===== src/rtl/pll_ctrl_pkg.sv =====
// Shared types and constants for the PLL reset/lock sequencer.
// Holds the state enum, default timing and the output decode.
package pll_ctrl_pkg;

  typedef enum logic [2:0] {
    RESET,
    WAIT_LOCK,
    STABLE,
    RUN,
    FAIL
  } pll_seq_state_t;

  typedef struct packed {
    logic resetb;
    logic bypass;
    logic core_rst;
    logic locked;
    logic fail;
  } pll_out_t;

  localparam int PLL_RESET_CYCLES = 16;
  localparam int PLL_LOCK_TIMEOUT = 4096;
  localparam int PLL_LOCK_STABLE  = 64;
  localparam int PLL_MAX_RETRIES  = 3;

  function automatic int pll_cnt_w(
    input int a,
    input int b,
    input int c
  );
    int m;
    m = a;
    if (b > m) m = b;
    if (c > m) m = c;
    return (m < 2) ? 1 : $clog2(m);
  endfunction

  function automatic pll_out_t pll_decode(
    input pll_seq_state_t s
  );
    pll_out_t o;
    o.resetb   = 1'b1;
    o.bypass   = 1'b0;
    o.core_rst = 1'b1;
    o.locked   = 1'b0;
    o.fail     = 1'b0;
    case (s)
      RESET: o.resetb = 1'b0;
      RUN: begin
        o.core_rst = 1'b0;
        o.locked   = 1'b1;
      end
      FAIL: begin
        o.resetb   = 1'b0;
        o.bypass   = 1'b1;
        o.core_rst = 1'b0;
        o.fail     = 1'b1;
      end
      default: ;
    endcase
    return o;
  endfunction

endpackage


===== src/rtl/sync_2ff.sv =====
// Two-flop synchronizer for a single asynchronous level.
// Both stages clear to 0 on reset.
module sync_2ff (
  input  logic clk,
  input  logic rst,
  input  logic d,
  output logic q
);

  logic ff1_q, ff1_d;
  logic ff2_q, ff2_d;

  always_comb begin
    ff1_d = d;
    ff2_d = ff1_q;
  end

  always_ff @(posedge clk or posedge rst) begin
    if (rst) begin
      ff1_q <= 1'b0;
      ff2_q <= 1'b0;
    end else begin
      ff1_q <= ff1_d;
      ff2_q <= ff2_d;
    end
  end

  assign q = ff2_q;

endmodule


===== src/rtl/pll_lock_sequencer.sv =====
// iCE40 PLL reset/lock sequencer with lock supervision and bypass fallback.
// Define PLL_RETRY_EN to retry timed-out lock attempts up to MAX_RETRIES.
module pll_lock_sequencer
  import pll_ctrl_pkg::*;
#(
  parameter int RESET_CYCLES = PLL_RESET_CYCLES,
  parameter int LOCK_TIMEOUT = PLL_LOCK_TIMEOUT,
  parameter int LOCK_STABLE  = PLL_LOCK_STABLE,
  parameter int MAX_RETRIES  = PLL_MAX_RETRIES
) (
  input  logic       clk,
  input  logic       rst,
  input  logic       restart,
  input  logic       pll_lock,
  output logic       pll_resetb,
  output logic       pll_bypass,
  output logic       core_rst,
  output logic       locked,
  output logic       fail,
  output logic [3:0] retry_cnt
);

  localparam int CW = pll_cnt_w(RESET_CYCLES, LOCK_TIMEOUT, LOCK_STABLE);
  localparam logic [CW-1:0] RstLast = CW'(RESET_CYCLES - 1);
  localparam logic [CW-1:0] ToLast  = CW'(LOCK_TIMEOUT - 1);
  localparam logic [CW-1:0] StLast  = CW'(LOCK_STABLE - 1);

  pll_seq_state_t state_q, state_d;
  logic [CW-1:0]  cnt_q, cnt_d;
  pll_out_t       out_q, out_d;
  logic           lock_s;
  logic           can_retry;
  logic           retry_inc;
  logic           retry_clr;

  sync_2ff u_lock_sync (
    .clk (clk),
    .rst (rst),
    .d   (pll_lock),
    .q   (lock_s)
  );

`ifdef PLL_RETRY_EN
  logic [3:0] retry_q, retry_d;

  assign can_retry = retry_q < 4'(MAX_RETRIES);

  always_comb begin
    retry_d = retry_q;
    if (retry_clr) retry_d = '0;
    else if (retry_inc) retry_d = retry_q + 4'd1;
  end

  always_ff @(posedge clk or posedge rst) begin
    if (rst) retry_q <= '0;
    else retry_q <= retry_d;
  end

  assign retry_cnt = retry_q;
`else
  logic unused_retry;
  assign unused_retry = ^{retry_inc, retry_clr, 4'(MAX_RETRIES)};
  assign can_retry = 1'b0;
  assign retry_cnt = '0;
`endif

  always_comb begin
    state_d   = state_q;
    cnt_d     = cnt_q;
    retry_inc = 1'b0;
    retry_clr = 1'b0;
    unique case (state_q)
      RESET: begin
        cnt_d = cnt_q + 1'b1;
        if (cnt_q == RstLast) state_d = WAIT_LOCK;
      end
      WAIT_LOCK: begin
        cnt_d = cnt_q + 1'b1;
        // Lock wins over a timeout landing on the same edge.
        if (lock_s) begin
          state_d = STABLE;
        end else if (cnt_q == ToLast) begin
          if (can_retry) begin
            state_d   = RESET;
            retry_inc = 1'b1;
          end else begin
            state_d = FAIL;
          end
        end
      end
      STABLE: begin
        cnt_d = cnt_q + 1'b1;
        if (!lock_s) begin
          state_d = WAIT_LOCK;
        end else if (cnt_q == StLast) begin
          state_d   = RUN;
          retry_clr = 1'b1;
        end
      end
      RUN: begin
        if (!lock_s) begin
          state_d   = RESET;
          retry_clr = 1'b1;
        end
      end
      FAIL: ;
      default: state_d = RESET;
    endcase
    if (restart) begin
      state_d   = RESET;
      retry_inc = 1'b0;
      retry_clr = 1'b1;
    end
    if (restart || (state_d != state_q)) cnt_d = '0;
    out_d = pll_decode(state_d);
  end

  always_ff @(posedge clk or posedge rst) begin
    if (rst) begin
      state_q <= RESET;
      cnt_q   <= '0;
      out_q   <= pll_decode(RESET);
    end else begin
      state_q <= state_d;
      cnt_q   <= cnt_d;
      out_q   <= out_d;
    end
  end

  assign pll_resetb = out_q.resetb;
  assign pll_bypass = out_q.bypass;
  assign core_rst   = out_q.core_rst;
  assign locked     = out_q.locked;
  assign fail       = out_q.fail;

endmodule


===== config.mk =====
export PLATFORM = sky130hd
export DESIGN_NAME = pll_lock_sequencer
export DESIGN_NICKNAME = d
export VERILOG_FILES = /design/src/rtl/pll_ctrl_pkg.sv /design/src/rtl/sync_2ff.sv /design/src/rtl/pll_lock_sequencer.sv
export SDC_FILE = /design/constraint.sdc
export NUM_CORES = 1
export LEC_CHECK = 0
export ABC_AREA = 1
export ABC_CLOCK_PERIOD_IN_PS = 1700
export CAP_MARGIN = 20
export CORE_UTILIZATION = 54
export DETAILED_ROUTE_END_ITERATION = 8
export PLACE_DENSITY = 0.77
export SLEW_MARGIN = 20
export SYNTH_ARGS = -nofsm -noshare
export SYNTH_HDL_FRONTEND = slang
export SYNTH_SLANG_ARGS = --single-unit

===== constraint.sdc =====
create_clock -name clk -period 1.7 [get_ports clk]
set_input_delay 0.17 -clock clk [delete_from_list [all_inputs] [get_ports clk]]
set_output_delay 0.17 -clock clk [all_outputs]
set_load 0.005 [all_outputs]

; After elaboration in Yosys (flattened, before gate mapping)
; Index checks and enable logic that the tools add are counted.
[classes]
mux = 14
reduce_logical = 7
addsub = 1
eq_ne = 10
[ops]
columns = op, n
row1 = two-way mux 12 bit, 2
row2 = two-way mux 3 bit, 7
row3 = case mux 3 bit (5 select lines), 1
row4 = "adder 12 x 1 -> 12 bit, second input constant", 1
row5 = "equality test 12 bit, second input constant", 1
row6 = "equality test 12 x 4 -> 1 bit, second input constant", 1
row7 = "equality test 12 x 6 -> 1 bit, second input constant", 1
row8 = "equality test 3 x 2 -> 1 bit, second input constant", 3
row9 = "equality test 3 bit, second input constant", 2
row10 = zero test 3 bit, 2
row11 = two-way mux 1 bit, 4
row12 = OR reduction 2 bit, 2
row13 = "equality test 3 x 1 -> 1 bit, second input constant", 1
row14 = inequality test 3 bit, 1
row15 = OR reduction 3 bit, 1
row16 = nonzero test 2 bit, 1
row17 = logical OR 1 bit, 1
[word_totals]
wordCells = 40
out_inout_bits = 9
ff_bits = 21
inputBits = 4

; Depth between registers and ports, before layout
[depth]
word_depth = 8
ltp_mapped = 12
depth_no_buf = 11

; Cells and area by module
; From an unflattened synthesis, not the netlist that was laid out.
[hier_totals]
hier_cells = 147
area_unflattened_um2 = 1208.7
[by_module_without_submodules]
columns = module, instances, cells_per_inst, area_each_um2
row1 = pll_lock_sequencer, 1, 144, 1154.9
row2 = sync_2ff, 1, 3, 53.8

; Worst setup path after synthesis
; OpenSTA, ideal clock, no wires.
[synth_timing]
path_kind = flip-flop to flip-flop
start = register cnt_q[0]
end = register cnt_q[7]
setup_ps = 122
path_slack_ps = 276
arrival_time_ps = 1301
n_path_buf = 1
stages_incl_launch_ff = 12
path_cell_list = dfrtp_1 ha_1 nand3_1 nor2_1 nand2_1 nand2_1 nand2_1 nand2_2 nand2_2 nand2_2 buf_6 nor2_2
[synth_via]
elab_chain_len = 8
word_cells_on_any_way = 16
[synth_lines]
columns = element, line
row1 = from (decl), pll_lock_sequencer.sv:29  ; logic [CW-1:0] cnt_q, cnt_d;
row2 = from (signal assigned), pll_lock_sequencer.sv:125  ; cnt_q <= cnt_d;
row3 = equality test 12 x 6 -> 1 bit / equality test 12 bit (equally long branches), "pll_lock_sequencer.sv:95, pll_lock_sequencer.sv:82"
row4 = two-way mux 3 bit (on tied branches), "pll_lock_sequencer.sv:95, pll_lock_sequencer.sv:82"
row5 = two-way mux 3 bit (on tied branches), "pll_lock_sequencer.sv:93, pll_lock_sequencer.sv:80"
row6 = case mux 3 bit (5 select lines), pll_lock_sequencer.sv:72  ; unique case (state_q)
row7 = two-way mux 3 bit, pll_lock_sequencer.sv:109  ; if (restart) begin
row8 = inequality test 3 bit, pll_lock_sequencer.sv:114  ; if (restart || (state_d != state_q)) cnt_d = '0;
row9 = logical OR 1 bit, pll_lock_sequencer.sv:114
row10 = two-way mux 12 bit / nonzero test 2 bit (equally long branches), n/a
; Parallel ways exist; a longest one is shown, timed or not. The select of a mux whose other input is x is not followed.
; A chain may end at the register's enable or synchronous reset.

; Worst setup path in the final report
[layout_timing]
start = register cnt_q[0]
end = register cnt_q[11]
; Same word-level chain as after synthesis.

==> results.sh <==
export IMPL_vias=900
export IMPL_place_inst=183
export IMPL_synth_area_mm2=0.00116
export IMPL_insertedDiodeCount=0
export IMPL_endpoint="cnt_q[11]"
export IMPL_synth_seq_cells=21
export IMPL_startpoint="cnt_q[0]"
export IMPL_clock_sinks=21
export IMPL_gp_congestion=0.848
export IMPL_setup_viol=0
export IMPL_end_kind="flop"
export IMPL_dieArea_mm2=0.00235
export IMPL_r2r_end="cnt_q[11]"
export IMPL_critical_path_arrival_ps=1810
export IMPL_boundaryPins=13
export IMPL_synth_largest_area_cell="dfrtp_1"
export IMPL_postCtsHoldBufs=0
export IMPL_io_buffer_count=8
export IMPL_worstPathCellList="ha_1 -> nand2_1 -> nor2_1 -> nand3_1 -> nand2_1 -> inv_1 -> nor2_2 -> nand2_2 -> nand2_2 -> nand2_8 -> nor2_1"
export IMPL_async_reset_ff_frac=1.00
export IMPL_fp_row_count=16
export IMPL_die_y_um=48.4
export IMPL_ys_types=20
export IMPL_cts_root_buf="clkbuf_4"
export IMPL_hp_class="input port to asynchronous set/reset pin"
export IMPL_path_clk_slew_ps=120
export IMPL_pre_cts_ws_ps=21.8
export IMPL_routed_wirelength_mm=2.02
export IMPL_synth_edf_count=0
export IMPL_ys_seq_area_frac=0.452
export IMPL_htree_levels=1
export IMPL_reg2reg_slack_ps=140
export IMPL_clock_fmax_ghz=0.640
export IMPL_cts_buffer_depth=2
export IMPL_cts_resized=0
export IMPL_fin_nets=166
export IMPL_critPathKind="flop to flop"
export IMPL_antenna_found_initial=0
export IMPL_p_leak_nw=0.687
export IMPL_clock_latency_ps=310
export IMPL_drive_gt1_frac=0.194
export IMPL_cpPeakStageDelay_ps=400
export IMPL_synthTopCellsByCount="nand2_1, inv_1, dfrtp_1"
export IMPL_synthCells=149
export IMPL_r2r_start="cnt_q[0]"
export IMPL_clock_skew_ps=4.38
export IMPL_rsz0062_at_grt="false"
export IMPL_path_max_fanout=12
export IMPL_finalHoldViolations=0
export IMPL_final_antenna_net_count=0
export IMPL_fp_coreArea_mm2=0.00200
export IMPL_dp_hpwl_mm=1.55
export IMPL_grt_pass1_vias=837
export IMPL_crit_slowest_cell="dfrtp_1"
export IMPL_slew_violations=0
export IMPL_cts_tree="yes"
export IMPL_synth_top_area_frac=0.430
export IMPL_cts_setup_buffers=0
export IMPL_power_uw=816
export IMPL_synth_most_common_cell="nand2_1"
export IMPL_multi_input_area_um2=538
export IMPL_viasPerCell=4.81
export IMPL_placed_cell_area_mm2=0.00126
export IMPL_min_period_ps=1560
export IMPL_fin_util=0.653
export IMPL_hold_slack_ps=99.5
export IMPL_dr_first_iter_drc_count=12
export IMPL_fill_cells=179
export IMPL_drc_errors=0
export IMPL_avgSynthCellArea_um2=7.82
export IMPL_powerDensity_mw_per_mm2=624
export IMPL_first_pass_iters=4
export IMPL_die_w_um=48.4
export IMPL_reg2reg_depth=11
export IMPL_setup_ws_ps=138
export IMPL_synthTopCellsByArea="dfrtp_1, nand2_1, inv_1, nor2_2, nor2_1"
export IMPL_finalNonFillerCells=187
export IMPL_grt_max_degree=13
export IMPL_grt_pass1_wl_mm=3.58
export IMPL_synth_ff_type="dfrtp_1"
export IMPL_drv_cap=0
export IMPL_fin_crit_sh=0.919
export IMPL_grt_total_usage=0.200
export IMPL_required_ps=1950
export IMPL_finalInstanceArea_mm2=0.00131
export IMPL_startpoint_type="flop"
export IMPL_routedWlPerCell_um=10.8
export IMPL_grt_overflow=0
export IMPL_synth_warnings=0
export IMPL_outcome="complete, no violations"
export IMPL_setup_tns_ps=0
export IMPL_peakVddDrop_mv=0.488
export IMPL_start_util=0.582
export IMPL_area_growth_pct=12.2
export IMPL_regArea_um2=527
export IMPL_cts_buffers=3
==> cell usage in the layout, fill, tap and decap left out <==
cell type        synthesis  routed
clkbuf_4                 0       3
dfrtp_1                 20      20
nand3_1                 10      10
inv_1                   22      22
and2_1                   1       1
dfstp_2                  1       1
nand2_1                 32      32
nor3_1                   3       2
nand2_8                  0       1
nor2_1                  17      15
nor3_2                   0       1
nand2_2                  7       6
inv_2                    1       1
ha_1                     1       1
nand4_1                  2       2
buf_4                    5       2
xor2_1                   7       7
conb_1                   1       4
clkdlybuf4s50_1          0       8
o21ai_0                  2       2
xnor2_1                  2       2
clkinv_2                 0       1
a21oi_1                  1       1
nor2_2                  13      15
==> worst max-delay path, delay by kind of cell (launching register included) <==
kind / cells / cell delay (ps)
AND/OR/NAND/NOR: 9 / 840
flip-flops: 1 / 400
adder cells (fa/ha/maj): 1 / 210
buffers and inverters: 1 / 50
==> worst min path at each step <==
stage	end	slack, ps
floorplan	cnt_q[0]	150
CTS	fail	120
global placement	u_lock_sync.q	330
finish	fail	100
detailed placement	u_lock_sync.q	330
global route	fail	140
==> power breakdown <==
part	internal, mW	switching (mW)	total [mW]
clock	0.0880	0.160	0.248
combinational	0.0203	0.0329	0.0532
sequential	0.508	0.00695	0.515
==> registers in the layout, summed over array words and instances, names as in the netlist <==
signal,count
locked,1
pll_resetb,1
core_rst,1
cnt_q,12
u_lock_sync.q,1
u_lock_sync.ff1_q,1
fail,1
state_q,3
==> cell type report <==
type,instances,area share
multi-input combinational,102,0.411
sequential,21,0.403
timing repair buffer,10,0.0727
inverter,23,0.0660
tap,27,0.0258
clock buffer,3,0.0172
clock inverter,1,0.00383
==> cells by family after synthesis <==
group | after synthesis | synth area share
compound gates | 3 | 0.0129
xor+xnor | 9 | 0.0677
fa+ha+maj | 1 | 0.0107
buf+inv | 29 | 0.116
flops | 21 | 0.452
other cells | 1 | 0.00322
simple gates | 85 | 0.337
==> per-layer routing <==
metal | track usage | up-vias | wire (µm)
met2 | 0.322 | 20 | 975
li1 | - | 458 | -
met1 | 0.267 | 417 | 952
met4 | 0.108 | 0 | 44
met5 | 0 | - | 0
met3 | 0.0189 | 5 | 48
(Power assumes the default switching activity.)
